===== config.mk =====
export PLATFORM = sky130hd
export DESIGN_NAME = div_unit
export DESIGN_NICKNAME = d
export VERILOG_FILES = /design/src/rtl/div_unit.sv
export SDC_FILE = /design/constraint.sdc
export NUM_CORES = 1
export LEC_CHECK = 0
export CORE_MARGIN = 3
export CORE_UTILIZATION = 35
export CTS_CLUSTER_DIAMETER = 40
export DETAILED_ROUTE_END_ITERATION = 7
export PLACE_DENSITY = 0.62
export SLEW_MARGIN = 20
export SYNTH_ARGS = -nofsm -noshare
export SYNTH_HDL_FRONTEND = slang
export SYNTH_SLANG_ARGS = --single-unit

===== constraint.sdc =====
create_clock -name clk -period 5.42 [get_ports clk]
set_input_delay 1.626 -clock clk [delete_from_list [all_inputs] [get_ports clk]]
set_output_delay 1.626 -clock clk [all_outputs]
set_load 0.01 [all_outputs]

===== src/rtl/div_unit.sv =====
// Multi-cycle radix-2 restoring divider for DIV/DIVU in EX.
// Quotient goes to lo_out and remainder to hi_out; the pipeline is held through stall_req.
module div_unit #(
    parameter int WIDTH = 32
) (
    input  logic             clk,
    input  logic             resetn,
    input  logic             start,
    input  logic             signed_div,
    input  logic [WIDTH-1:0] a,
    input  logic [WIDTH-1:0] b,
    input  logic             annul,
    output logic             stall_req,
    output logic             busy,
    output logic             result_valid,
    output logic [WIDTH-1:0] hi_out,
    output logic [WIDTH-1:0] lo_out
);

    // state | meaning
    // IDLE  | waiting for start; divide-by-zero resolves here in one cycle
    // DIV   | one quotient bit per cycle, WIDTH cycles
    // DONE  | result_valid pulse; hi_out/lo_out hold the result

    localparam int CW = $clog2(WIDTH);

    typedef enum logic [1:0] {IDLE, DIV, DONE} state_t;

    state_t           state, state_nxt;
    logic [WIDTH-1:0] divisor, rem, quo;
    logic [CW-1:0]    cnt;
    logic             sign_a, sign_b, sdiv;

    logic [WIDTH:0]   rem_sh;
    logic [WIDTH-1:0] diff, rem_nxt, quo_nxt, abs_a, abs_b;
    logic             no_borrow, last, accept, div0;

    always_comb begin
        rem_sh    = {rem, quo[WIDTH-1]};
        no_borrow = (rem_sh >= {1'b0, divisor});
        // When no borrow occurs the true difference is below divisor, so it fits in WIDTH bits.
        diff      = rem_sh[WIDTH-1:0] - divisor;
        rem_nxt   = no_borrow ? diff : rem_sh[WIDTH-1:0];
        quo_nxt   = {quo[WIDTH-2:0], no_borrow};
        abs_a     = (signed_div && a[WIDTH-1]) ? -a : a;
        abs_b     = (signed_div && b[WIDTH-1]) ? -b : b;
        last      = (cnt == CW'(WIDTH - 1));
        accept    = (state == IDLE) && start && !annul;
        div0      = (b == '0);
    end

    always_ff @(posedge clk or negedge resetn) begin
        if (!resetn) state <= IDLE;
        else         state <= state_nxt;
    end

    always_comb begin
        state_nxt    = state;
        stall_req    = accept || (state == DIV);
        busy         = (state != IDLE);
        result_valid = (state == DONE) && !annul;
        case (state)
            IDLE:    if (accept) state_nxt = div0 ? DONE : DIV;
            DIV:     if (last) state_nxt = DONE;
            DONE:    state_nxt = IDLE;
            default: state_nxt = IDLE;
        endcase
        if (annul) state_nxt = IDLE;
    end

    always_ff @(posedge clk or negedge resetn) begin
        if (!resetn) begin
            divisor <= '0;
            rem     <= '0;
            quo     <= '0;
            cnt     <= '0;
            sign_a  <= 1'b0;
            sign_b  <= 1'b0;
            sdiv    <= 1'b0;
            hi_out  <= '0;
            lo_out  <= '0;
        end else if (annul) begin
            cnt <= '0;
        end else begin
            case (state)
                IDLE: begin
                    if (start) begin
                        if (div0) begin
                            hi_out <= a;
                            lo_out <= '1;
                        end else begin
                            divisor <= abs_b;
                            quo     <= abs_a;
                            rem     <= '0;
                            cnt     <= '0;
                            sign_a  <= a[WIDTH-1];
                            sign_b  <= b[WIDTH-1];
                            sdiv    <= signed_div;
                        end
                    end
                end
                DIV: begin
                    rem <= rem_nxt;
                    quo <= quo_nxt;
                    cnt <= cnt + 1'b1;
                    if (last) begin
                        lo_out <= (sdiv && (sign_a != sign_b)) ? -quo_nxt : quo_nxt;
                        hi_out <= (sdiv && sign_a) ? -rem_nxt : rem_nxt;
                    end
                end
                default: ;
            endcase
        end
    end

endmodule


Word level (Yosys, flattened, before mapping)
Index checks and enable logic that the tools add are counted.
- register bits: 170
- input bits: 69
- output and inout port bits: 67
- logic and storage cells: 78
- add/sub/neg operators: 6
- order comparisons: 1
- eq/ne operators: 12
- mux-type cells: 28
- bitwise gates (word level): 2
- reduce and logical (&&, ||, !) cells: 19
- operators with widths (kind ; number):
    $mux 32 ; 15
    $pmux 32 s2 ; 4
    $neg 32->32 ; 4
    $ge 33x32->1 ; 1
    $logic_not 32->1 ; 1
    $sub 32x32->32 ; 1
    $mux 5 ; 3
    $ne 3x3->1 const B ; 4
    $pmux 5 s2 ; 1
    $mux 2 ; 4
    $ne 2x2->1 const B ; 4
    $reduce_and 4->1 ; 2
    $logic_and 1x1->1 ; 7
    $add 5x1->5 const B ; 1
    $eq 5x5->1 const B ; 1
    $reduce_and 5->1 ; 1
    $pmux 2 s2 ; 1
    $reduce_bool 2->1 ; 2
    $reduce_and 3->1 ; 1
    $reduce_bool 3->1 ; 1
    $eq 2x1->1 const B ; 1
    $eq 2x2->1 const B ; 1
    $logic_not 2->1 ; 1
    $not 1->1 ; 2
    other kinds (4) ; 4

Depth between registers and ports, before layout
- depth after elaboration: 6
- gate-level depth with buffers: 23
- depth with buffers taken out: 19

Worst setup path before layout
No wires, ideal clock.
- path type: reg-to-reg
- from: register rem[13]
- to: register lo_out[30]
- setup time: 0.141 ns
- arrival time: 4.797 ns
- required time: 5.279 ns
- slack: 0.482 ns
- cell stages (with the launch flop): 22
- buffers on the path: 3
- period minus slack after synthesis: 4.938 ns
- cell sequence: dfrtp_1 -> ha_1 -> a211oi_1 -> o21bai_1 -> or2_2 -> o311ai_4 -> nand2_2 -> inv_1 -> buf_2 -> buf_2 -> buf_1 -> ha_1 -> nor3b_1 -> nand2_1 -> or3_1 -> or3_1 -> nand2b_1 -> nand2b_1 -> o21ai_0 -> a41oi_1 -> xnor2_1 -> a31oi_1
- word-level cells in the longest chain between the ends: 5
- RTL lines (item ; RTL line ; RTL):
    from (decl) ; 30 ; logic [WIDTH-1:0] divisor, rem, quo;
    from (signal assigned) ; 103 ; rem <= rem_nxt;
    $ge 33x32->1 ; 40 ; no_borrow = (rem_sh >= {1'b0, divisor});
    $neg 32->32 ; 107 ; lo_out <= (sdiv && (sign_a != sign_b)) ? -quo_nxt : quo_nxt;
    $mux 32 ; 107 ;
    $mux 32 ; 106 ; if (last) begin
    $pmux 32 s2 ; 85 ; case (state)
    to (signal assigned) ; 107 ;
    to (decl) ; 17 ; output logic [WIDTH-1:0] lo_out
Every way passes these cells. The select of a mux whose other input is x is not followed.
A chain may end at the register's enable or synchronous reset.

Worst setup path after layout
- from: register rem[6]
- to: register hi_out[18]
- word-level cells in the longest chain between the ends: 6
- elaborated cells between the ends (all ways): 7
- those cells by class: 2 x add/sub; 1 x order compare; 4 x mux
- RTL lines (item ; RTL line ; RTL):
    $sub 32x32->32 or $ge 33x32->1 (tied branches) ; 42, 40 ;
    $mux 32 * ; 43 ; rem_nxt = no_borrow ? diff : rem_sh[WIDTH-1:0];
    $neg 32->32 ; 108 ; hi_out <= (sdiv && sign_a) ? -rem_nxt : rem_nxt;
    $mux 32 * ; 108 ;
    $mux 32 * ; 106 ;
    $pmux 32 s2 * ; 85 ;
    to (signal assigned) ; 108 ;
    to (decl) ; 16 ; output logic [WIDTH-1:0] hi_out,
Every way passes the cells marked *; elsewhere a longest branch is shown, timed or not. The select of a mux whose other input is x is not followed.

==> qor.csv <==
metric;value;unit
clock tree from TritonCTS;yes;
Routed WL;36.2;mm
EDFF count, synth;0;
Top FF cell, synth;dfrtp_1;
sequential cell area fraction in the yosys report;0.345;
Yosys reg bits;170;
Post-DRT Antenna Nets;0;
# hold bufs at CTS;0;
slew of the pin with the lowest slew margin;1.07;ns
final total power;0.00411;W
largest net degree at the start of global routing;107;
Worst-path clk slew;0.07;ns
CP Launch Type;flop;
post-layout min period;4.90;ns
TritonCTS Buffers;17;
CTS sink cnt;170;
first-pass GRT wire length;59.5;mm
status;finished clean;
Filler Cells Inserted;3489;
core area;34600;µm²
Port Buffers;135;
Async SR Flop Fraction;1.00;
worst skew pair latency;0.44;ns
vias in the first global route;10900;
worst clock skew;0.00865;ns
PD cells;279;nW/µm²
GPL Wtd Cong;0.917;
final period utilization;0.903;
row count;68;
Critical Path End Type;flop;
area of the die;37500;µm²
Die Wd;194;µm
share of cells above drive strength 1;0.0581;
Tot GR Track Use;0.192;
CP Data Required Time;5.78;ns
Diodes inserted;0;
Hold Fails Final Rpt;0;
Mapped Nets;1660;
RSZ-0062 raised after global routing;no;
DP Worst Slack;0.311;ns
routed vias/inst;5.43;
CTS max path bufs;2;
Cell Area, Synth;12300;µm²
Placed Area;14100;µm²
Top-Level Pins;136;
Vert. Die Dim;194;µm
total negative slack;0;ns
P_leak;6.10;nW
drc violations;0;
initial antenna violation count;0;
register area;4250;µm²
cells after synthesis;1552;
grt ovf;0;
Max-cap violations;0;
Net count, final;1748;
Initial DRC Count;948;
f_max;204;MHz
root buf cell;clkbuf_16;
CP Class;flop to flop;
postcts setup bufs;0;
DP HPWL;27.5;mm
Critical Path Fanout Max;12;
via total after detailed routing;11400;
DP Cell Count;2075;
Worst VDD drop;0.155;mV
Avg Cell Area, Syn;7.94;µm²
Unique masters post-synth;82;
Critical Path AT;5.26;ns
Initial Util;0.356;
H-Tree Depth;4;
Finish-stage setup viols;0;
final instance area;14700;µm²
Worst Hold Class;flop to flop;
Final Slew Violations;0;
Area Growth Syn to Fin;19.6;%
Layout Cells excl Fill;2108;
multi-input logic area;7490;µm²
TritonRoute pass-1 iters;5;
yosys warns;0;
post-cts sizing count;0;
headroom to the max-slew limit;0.284;
average wire per standard cell;17.2;µm
worst setup margin;0.525;ns
## where the power goes
part	internal [W]	total, W	switching, W
clock	0.000739	0.00128	0.000543
sequential	0.00140	0.00153	0.000130
combinational	0.000519	0.00130	0.000777
## cells in the final DEF (no fill, tap or decap), types with 17 or more instances in the layout
cell | Yosys | final
clkbuf_16 | 0 | 17
a31oi_1 | 39 | 39
a211oi_1 | 18 | 18
and3_1 | 17 | 17
nand2_1 | 185 | 184
a21oi_1 | 159 | 159
o31ai_1 | 25 | 25
nand3_1 | 22 | 22
o21ai_0 | 146 | 146
buf_4 | 3 | 18
dfrtp_1 | 170 | 170
or3_1 | 22 | 22
nor2_1 | 176 | 176
ha_1 | 38 | 38
nor3_1 | 35 | 35
xnor2_1 | 55 | 55
inv_1 | 52 | 52
xor2_1 | 74 | 74
clkdlybuf4s50_1 | 0 | 134
## worst paths after layout
path	start	endpoint	slack, ns	depth (start not counted)
worst max-delay path	rem[6]	hi_out[18]	0.52	19
worst min-delay path	divisor[27]	divisor[27]	0.48	2
worst max register to register	rem[6]	hi_out[18]	0.52	19
worst min register to register	divisor[27]	divisor[27]	0.48	2
max in group asynchronous	resetn	divisor[26]	3.55	2
min in group asynchronous	resetn	lo_out[1]	1.11	1
## final cells by class
type	count	share of cell area
clock buffer	18	0.0298
clock inverter	14	0.0115
inverter	53	0.0136
multi-input combinational	1239	0.508
sequential	170	0.289
tap	455	0.0386
timing repair buffer	159	0.110
## sequential cells by signal (all words and copies together) (netlist names)
register and cells:
state 2, lo_out 32, quo 32, divisor 32, sign_a 1, sdiv 1, cnt 5, sign_b 1
rem 32, hi_out 32
## logic make-up (layout without fill, tap and decap cells)
| logic type | after synthesis | in the layout | synth area share |
|---|---|---|---|
| AND/OR/NAND/NOR | 557 | 557 | 0.210 |
| flip-flops | 170 | 170 | 0.345 |
| multiplexers | 20 | 20 | 0.0168 |
| XOR/XNOR | 129 | 129 | 0.0917 |
| adder cells (fa/ha/maj) | 39 | 39 | 0.0402 |
| AO/OA/AOI/OAI | 494 | 494 | 0.248 |
| buffers and inverters | 143 | 244 | 0.0479 |
## cell usage after synthesis (5+ instances only)
cell type | instances | area, µm²
and4_1 | 6 | 52.6
and2_1 | 14 | 87.6
clkbuf_1 | 50 | 188
xor2_1 | 74 | 648
a211oi_1 | 18 | 135
or3_1 | 22 | 138
or4_1 | 10 | 75.1
a31oi_1 | 39 | 244
nor2b_1 | 6 | 37.5
a22o_1 | 6 | 52.6
o21a_1 | 8 | 60.1
mux2_2 | 5 | 56.3
dfrtp_1 | 170 | 4250
a21o_1 | 9 | 67.6
o21ai_0 | 146 | 731
nor4_1 | 15 | 93.8
nand3b_1 | 7 | 52.6
o21ai_1 | 7 | 35.0
o22a_1 | 9 | 78.8
a21oi_1 | 159 | 796
xnor2_1 | 55 | 482
nand2_1 | 185 | 694
and3_1 | 17 | 106
ha_1 | 38 | 475
o41ai_1 | 8 | 70.1
nand4_1 | 11 | 68.8
buf_2 | 33 | 165
nor2_1 | 176 | 661
nand3_1 | 22 | 110
nor3_1 | 35 | 175
a31o_2 | 5 | 43.8
mux2i_1 | 15 | 150
o31ai_1 | 25 | 188
inv_1 | 52 | 195
nand2b_1 | 10 | 62.6
## worst max-delay path: stages (launching register included)
cell	delay, ns
dfrtp_1	0.46
ha_1	0.53
nand4_1	0.16
nor4_1	0.59
a211oi_1	0.19
o21a_1	0.25
nand2_2	0.11
inv_1	0.09
buf_4	0.14
mux2i_1	0.22
ha_1	0.26
nand3b_1	0.15
or3_1	0.36
nor3_1	0.18
a41o_1	0.19
o211ai_1	0.19
o21ai_0	0.24
xor2_1	0.17
nand2_1	0.12
a21oi_1	0.20
## per-stage QoR
step / hold WS, ns / util
5_1_grt: 0.507 / 0.426
6_report: 0.479 / 0.426
2_1_floorplan: 0.450 / -
3_3_place_gp: 0.465 / 0.407
3_5_place_dp: 0.473 / 0.407
4_1_cts: 0.487 / 0.425
## routing by layer
layer	track usage	routed length, µm	part of all wire
met4	0.0429	488	0.013
met5	0	0	0
met3	0.0301	1750	0.048
met2	0.292	15900	0.44
met1	0.288	18100	0.50
No activity file was read; power rests on OpenSTA's default activity.
